<file path="src/rtl/sram_port_arbiter.sv">
// sram_port_arbiter
//   Registered arbiter in front of the byte-wide sram controller. It has two
//   requesters: the host download path, which goes through a one-entry write
//   buffer, and the CPU bus, which uses a level-held strobe/ready handshake.
//   A buffered download write always beats the CPU. A cycle counter ends any
//   phase of mem_ready that hangs, and raises a sticky mem_err.
//
// Ports
//   clk_sys, reset             : clock, synchronous active-high reset
//   dl_active/dl_wr/dl_addr/dl_data : host download write port
//   dl_ce                      : host may issue dl_wr (buffer empty)
//   dl_overrun                 : sticky, a dl_wr arrived while buffer full
//   cpu_oe_n/cpu_we_n/cpu_addr/cpu_d : CPU access request, held until cpu_rdy
//   cpu_q/cpu_rdy              : CPU read data and completion
//   mem_addr/mem_din/mem_we/mem_rd : request to the sram controller
//   mem_dout/mem_ready         : response from the sram controller
//   mem_err                    : sticky timeout flag
module sram_port_arbiter #(
  parameter int AW      = 23,
  parameter int DW      = 8,
  parameter int TIMEOUT = 255
) (
  input  logic          clk_sys,
  input  logic          reset,
  input  logic          dl_active,
  input  logic          dl_wr,
  input  logic [AW-1:0] dl_addr,
  input  logic [DW-1:0] dl_data,
  output logic          dl_ce,
  output logic          dl_overrun,
  input  logic          cpu_oe_n,
  input  logic          cpu_we_n,
  input  logic [AW-1:0] cpu_addr,
  input  logic [DW-1:0] cpu_d,
  output logic [DW-1:0] cpu_q,
  output logic          cpu_rdy,
  output logic [AW-1:0] mem_addr,
  output logic [DW-1:0] mem_din,
  output logic          mem_we,
  output logic          mem_rd,
  input  logic [DW-1:0] mem_dout,
  input  logic          mem_ready,
  output logic          mem_err
);

  localparam logic [15:0] TO_LAST = 16'(TIMEOUT - 1);

  typedef enum logic [1:0] {IDLE, ACK, DONE} state_t;

  state_t        state, state_nxt;
  logic [15:0]   cnt;

  logic          buf_full;
  logic [AW-1:0] buf_addr;
  logic [DW-1:0] buf_data;

  logic          served;
  logic          own_cpu;
  logic          dir_rd;
  logic          dl_active_q;

  logic          cpu_req, cpu_wr, dl_pend, drain;
  logic          grant_dl, grant_cpu, issue;
  logic          ack_tmo, done_ok, done_tmo, finish, tmo;

  assign cpu_req = (~cpu_oe_n | ~cpu_we_n) & ~served;
  // When both strobes are low, the access is a write.
  assign cpu_wr  = ~cpu_we_n;
  // An incoming dl_wr counts as pending in the same cycle. This lets an idle
  // port issue it on the edge that also captures it into the buffer.
  assign dl_pend = buf_full | dl_wr;
  // The buffered write is on the bus this cycle, so its slot frees on this edge.
  assign drain   = mem_we & ~own_cpu;

  assign dl_ce   = ~buf_full;
  assign cpu_rdy = served;

  // ---- FSM state register ----
  always_ff @(posedge clk_sys) begin
    if (reset) state <= IDLE;
    else       state <= state_nxt;
  end

  // ---- FSM next state ----
  always_comb begin
    state_nxt = state;
    case (state)
      IDLE: if (issue) state_nxt = ACK;
      ACK: begin
        if (!mem_ready)   state_nxt = DONE;
        else if (ack_tmo) state_nxt = IDLE;
      end
      DONE: if (done_ok || done_tmo) state_nxt = IDLE;
      default: state_nxt = IDLE;
    endcase
  end

  // ---- FSM output decode ----
  always_comb begin
    grant_dl  = 1'b0;
    grant_cpu = 1'b0;
    ack_tmo   = 1'b0;
    done_ok   = 1'b0;
    done_tmo  = 1'b0;
    case (state)
      IDLE: begin
        grant_dl  = mem_ready & dl_pend;
        grant_cpu = mem_ready & ~dl_pend & cpu_req & ~dl_active;
      end
      ACK:  ack_tmo = mem_ready & (cnt == TO_LAST);
      DONE: begin
        done_ok  = mem_ready;
        done_tmo = ~mem_ready & (cnt == TO_LAST);
      end
      default: ;
    endcase
    issue  = grant_dl | grant_cpu;
    tmo    = ack_tmo | done_tmo;
    finish = done_ok | tmo;
  end

  // ---- phase timeout counter ----
  // The counter restarts on every state change, so ACK and DONE each get the
  // full TIMEOUT budget.
  always_ff @(posedge clk_sys) begin
    if (reset || state == IDLE || state_nxt != state) cnt <= '0;
    else                                              cnt <= cnt + 16'd1;
  end

  // ---- download buffer control ----
  always_ff @(posedge clk_sys) begin
    if (reset) begin
      buf_full    <= 1'b0;
      dl_overrun  <= 1'b0;
      dl_active_q <= 1'b0;
    end else begin
      dl_active_q <= dl_active;
      if (dl_wr && (!buf_full || drain)) buf_full <= 1'b1;
      else if (drain)                    buf_full <= 1'b0;
      if (dl_active && !dl_active_q)     dl_overrun <= 1'b0;
      if (dl_wr && buf_full && !drain)   dl_overrun <= 1'b1;
    end
  end

  // ---- download buffer data ----
  always_ff @(posedge clk_sys) begin
    if (dl_wr && (!buf_full || drain)) begin
      buf_addr <= dl_addr;
      buf_data <= dl_data;
    end
  end

  // ---- issue register ----
  always_ff @(posedge clk_sys) begin
    if (reset) begin
      mem_we   <= 1'b0;
      mem_rd   <= 1'b0;
      mem_addr <= '0;
      mem_din  <= '0;
      own_cpu  <= 1'b0;
      dir_rd   <= 1'b0;
    end else begin
      mem_we <= grant_dl | (grant_cpu & cpu_wr);
      mem_rd <= grant_cpu & ~cpu_wr;
      if (grant_dl) begin
        mem_addr <= buf_full ? buf_addr : dl_addr;
        mem_din  <= buf_full ? buf_data : dl_data;
        own_cpu  <= 1'b0;
        dir_rd   <= 1'b0;
      end else if (grant_cpu) begin
        mem_addr <= cpu_addr;
        mem_din  <= cpu_d;
        own_cpu  <= 1'b1;
        dir_rd   <= ~cpu_wr;
      end
    end
  end

  // ---- completion / CPU handshake ----
  always_ff @(posedge clk_sys) begin
    if (reset) begin
      served  <= 1'b0;
      cpu_q   <= '0;
      mem_err <= 1'b0;
    end else begin
      if (finish && own_cpu)          served <= 1'b1;
      else if (cpu_oe_n && cpu_we_n)  served <= 1'b0;
      if (finish && own_cpu && dir_rd) cpu_q <= mem_dout;
      if (tmo)                         mem_err <= 1'b1;
    end
  end

endmodule

</file>
<file path="config.mk">
export PLATFORM = sky130hd
export DESIGN_NAME = sram_port_arbiter
export DESIGN_NICKNAME = d
export VERILOG_FILES = /design/src/rtl/sram_port_arbiter.sv
export SDC_FILE = /design/constraint.sdc
export NUM_CORES = 1
export LEC_CHECK = 0
export BUFFER_PORTS_ARGS = -buffer_cell sky130_fd_sc_hd__buf_2
export CORE_MARGIN = 5
export CORE_UTILIZATION = 52
export CTS_CLUSTER_DIAMETER = 40
export DETAILED_ROUTE_END_ITERATION = 10
export HOLD_SLACK_MARGIN = 0.06
export PLACE_DENSITY = 0.8
export SYNTH_ARGS = -nofsm -noshare
export SYNTH_HDL_FRONTEND = slang
export SYNTH_SLANG_ARGS = --single-unit
</file>
<file path="constraint.sdc">
create_clock -name clk_sys -period 2.4 [get_ports clk_sys]
set_input_delay 0.12 -clock clk_sys [delete_from_list [all_inputs] [get_ports clk_sys]]
set_output_delay 0.12 -clock clk_sys [all_outputs]
set_load 0.1 [all_outputs]
</file>
==> results.toml <==
[cts]
htree_levels = 3
cts.root.buffer_cell = "sky130_fd_sc_hd__clkbuf_8"
clkSinkCount = 97
clkSlewWorstSetupHoldPaths_ns = 0.10
maximum_clock_insertion_buffer_count = 2
insertion_delay_ns = 0.36
tritoncts.num_buffers = 9
tritoncts_clock_tree = "done"

[synthesis]
avgSynthCellArea_um2 = 10.15
synthesis.nets = 490
yosys_register_bits = 97
leading_register_cell_type_out_of_synthesis = "sky130_fd_sc_hd__dfxtp_1"
ys_seq_area_frac = 0.5401
netlist.area_leader.share = 0.3168
synth_cell_type_count = 39
postSynth.asyncResetShare = 0
synth_area_um2 = 4170
synthDominantAreaCellType = "sky130_fd_sc_hd__dfxtp_1"
number_of_synthesized_flops_with_an_enable_pin = 31
syn_inst = 411
yosysWarningCount = 0
synth.top_cells.by_area = "sky130_fd_sc_hd__dfxtp_1 32%, sky130_fd_sc_hd__edfxtp_1 22%, sky130_fd_sc_hd__mux2i_1 9.6%"

[detailed_routing]
met1Wirelength_mm = 4.618
dr_top_layer = "met4"
first_pass_iteration_count_of_the_detailed_router = 5
drt_drc_violations_left = 0
drt_iter0_drc = 150
routed_wl_mm = 11.06
detailroute.wirelength.met2_mm = 5.458
dr_wl_met3_um = 644
route.vias.total = 3789
final_antenna_net_count = 0
routed_via_density = 5.588
detail_route.wl_per_cell_um = 16.32

[setup_path]
critPathLaunchType = "primary input"
critical_path_arrival_ns = 2.50
worst-setup-path-type = "in2reg"
max_stage_delay_ns = 0.84
critPathSlowestCell = "sky130_fd_sc_hd__o21ai_2"
critical_path.cell_chain = "dlygate4sd3_1 -> buf_2 -> or2_2 -> o21ai_2 -> buf_4 -> nand2_1 -> a21oi_1"
crit_path_max_fanout = 23
timing.critical_path.buf_inv = 3
cp-end-kind = "flip-flop"
critical_path.top_delay_family = "compound AO/OA/AOI/OAI gates"
crit_required_ns = 2.68

[grt]
groute.usage.overall = 0.2254
first_global_vias = 3775
antenna_violations_before_repair = 0
globalRoute.totalOverflow = 0
grt_max_degree = 35
grt_pass1_wl_mm = 17.93

[sta]
clock_skew_ns = 0.01283
timing.final.crit_share = 0.9220
grt_setup_unrepaired = "false"
worst_slew_margin_rel = 0.2941
worst-slew-pin-transition_ns = 1.059
max_freq_ghz = 0.4519
number_of_hold_violations_in_the_final_report = 0
finalSetupViolations = 0
period_minus_slack_ns = 2.213
setup_total_negative_slack_ns = 0
report.final.slew_viol_count = 0

[floorplanning]
die_y_extent_um = 99.55
chipWidth_um = 99.55
coreArea_um2 = 7767
design.die.area_um2 = 9910
top_level_i_o_count = 122
initial_core_utilization = 0.5369
row_count = 32

[power_and_ir_drop]
p_per_area_nw_per_um2 = 651.7
largest_vdd_supply_drop_v = 0.0004114
leakage_component_of_the_power_nw = 2.264

[place]
gp_congestion = 0.7700
cell_area_after_placement_um2 = 4900
dpl.hpwl_mm = 7.285
dpl.cell_count = 616
placement.io_buffers = 121

[layout]
area_delta_synth_final_pct = 32.43
antenna-diode-count = 0
fin_nets = 650
drive_above_1_share = 0.2639
register_area_um2 = 2253
multi_input_comb_area_um2 = 1793
finalNonFillerCells = 678
design_area_um2 = 5523
final.fill_count = 588

[run]
drv_cap = 0

[run_status]
outcome = "completed"

[hold_path]
hold_class = "in2reg"
## cell type report
cell class,count,area share
Sequential cell,97,0.4080
Multi-Input combinational cell,278,0.3246
Timing Repair Buffer,178,0.2102
Clock buffer,10,0.02311
Tap cell,102,0.02311
Clock inverter,6,0.006117
Inverter,7,0.004758
## tightest hold or removal path, delay by kind of cell
kind                   cells  cell delay (ns)
AOI/OAI and AO/OA          2             0.21
buffers and inverters      1             0.08
## power by group
part | switching (mW) | internal, mW
registers | 0.0387 | 1.78
clock network | 0.552 | 0.371
logic | 0.609 | 0.247
## metal layers
metal | vias to the layer above | track usage
met1 | 1821 | 0.2774
met5 | - | 0
li1 | 1803 | -
met3 | 28 | 0.03717
met2 | 137 | 0.3843
met4 | 0 | 0.1082
## placed cells by master (no fill, tap or decap), types with 2 or more instances in the layout
master / count
sky130_fd_sc_hd__a211oi_1: 3
sky130_fd_sc_hd__a21oi_1: 38
sky130_fd_sc_hd__and2_1: 4
sky130_fd_sc_hd__and4_1: 2
sky130_fd_sc_hd__buf_2: 121
sky130_fd_sc_hd__buf_4: 10
sky130_fd_sc_hd__clkbuf_8: 9
sky130_fd_sc_hd__clkinv_1: 2
sky130_fd_sc_hd__clkinv_2: 2
sky130_fd_sc_hd__dfxtp_1: 65
sky130_fd_sc_hd__dlygate4sd3_1: 46
sky130_fd_sc_hd__edfxtp_1: 31
sky130_fd_sc_hd__ha_1: 2
sky130_fd_sc_hd__inv_1: 7
sky130_fd_sc_hd__mux2i_1: 40
sky130_fd_sc_hd__nand2_1: 37
sky130_fd_sc_hd__nand2b_1: 17
sky130_fd_sc_hd__nand3_1: 36
sky130_fd_sc_hd__nand3b_1: 2
sky130_fd_sc_hd__nand4_1: 8
sky130_fd_sc_hd__nor2_1: 14
sky130_fd_sc_hd__nor2b_1: 3
sky130_fd_sc_hd__nor3_1: 2
sky130_fd_sc_hd__o211ai_1: 32
sky130_fd_sc_hd__o21ai_0: 7
sky130_fd_sc_hd__or3_1: 5
sky130_fd_sc_hd__xnor2_1: 2
sky130_fd_sc_hd__xor2_1: 8
## synth_stat cells (7+ instances only)
| library cell | count |
|---|---|
| sky130_fd_sc_hd__clkbuf_1 | 28 |
| sky130_fd_sc_hd__edfxtp_1 | 31 |
| sky130_fd_sc_hd__nand3_1 | 36 |
| sky130_fd_sc_hd__inv_1 | 7 |
| sky130_fd_sc_hd__nand2b_1 | 17 |
| sky130_fd_sc_hd__mux2i_1 | 40 |
| sky130_fd_sc_hd__a21oi_1 | 38 |
| sky130_fd_sc_hd__xor2_1 | 8 |
| sky130_fd_sc_hd__o211ai_1 | 32 |
| sky130_fd_sc_hd__o21ai_0 | 7 |
| sky130_fd_sc_hd__nand2_1 | 37 |
| sky130_fd_sc_hd__nand4_1 | 8 |
| sky130_fd_sc_hd__dfxtp_1 | 66 |
| sky130_fd_sc_hd__nor2_1 | 14 |
## per-stage QoR
| stage | power [mW] | hold WS, ns | worst slack, ns | utilization |
|---|---|---|---|---|
| 2_1_floorplan | 2.442 | 0.1993 | 0.002852 | - |
| 3_3_place_gp | 2.633 | 0.3124 | 0.3112 | 0.6308 |
| 3_5_place_dp | 2.651 | 0.3146 | 0.2391 | 0.6308 |
| 4_1_cts | 3.611 | 0.06251 | 0.1520 | 0.7109 |
| 5_1_grt | 3.729 | 0.06776 | 0.05768 | 0.7110 |
| 6_report | 3.599 | 0.07726 | 0.1872 | 0.7110 |
## flip-flops by register name, indices dropped and copies added (netlist names), 2 cells and up
register,flops
state,2
mem_addr,23
mem_din,8
cpu_q,8
buf_addr,23
cnt,16
buf_data,8
## worst paths after layout
check | from | end | slack [ns] | depth (start not counted)
worst min register to register | mem_addr[2] | mem_addr[2] | 0.46 | 2
worst max-delay path | dl_wr | mem_addr[14] | 0.19 | 7
worst min-delay path | cpu_addr[5] | mem_addr[5] | 0.08 | 3
worst max register to register | cnt[0] | cpu_rdy | 0.25 | 6
## kinds of logic (layout without fill, tap and decap cells)
logic type      Yosys count  count (layout)  share of synthesized area
mux                      40              40                    0.09601
compound gates           86              86                     0.1290
flops                    97              97                     0.5401
xor+xnor                 10              10                    0.02100
simple gates            140             140                     0.1752
fa+ha+maj                 2               2                   0.006000
buf+inv                  36             201                    0.03270
## repair_timing
action,in CTS,in global routing
endpoints found under the setup margin,0,9
setup buffers,0,0
gates resized for setup,0,1
hold endpoints to repair,46,0
hold buffers,46,0
(Power assumes the default switching activity.)
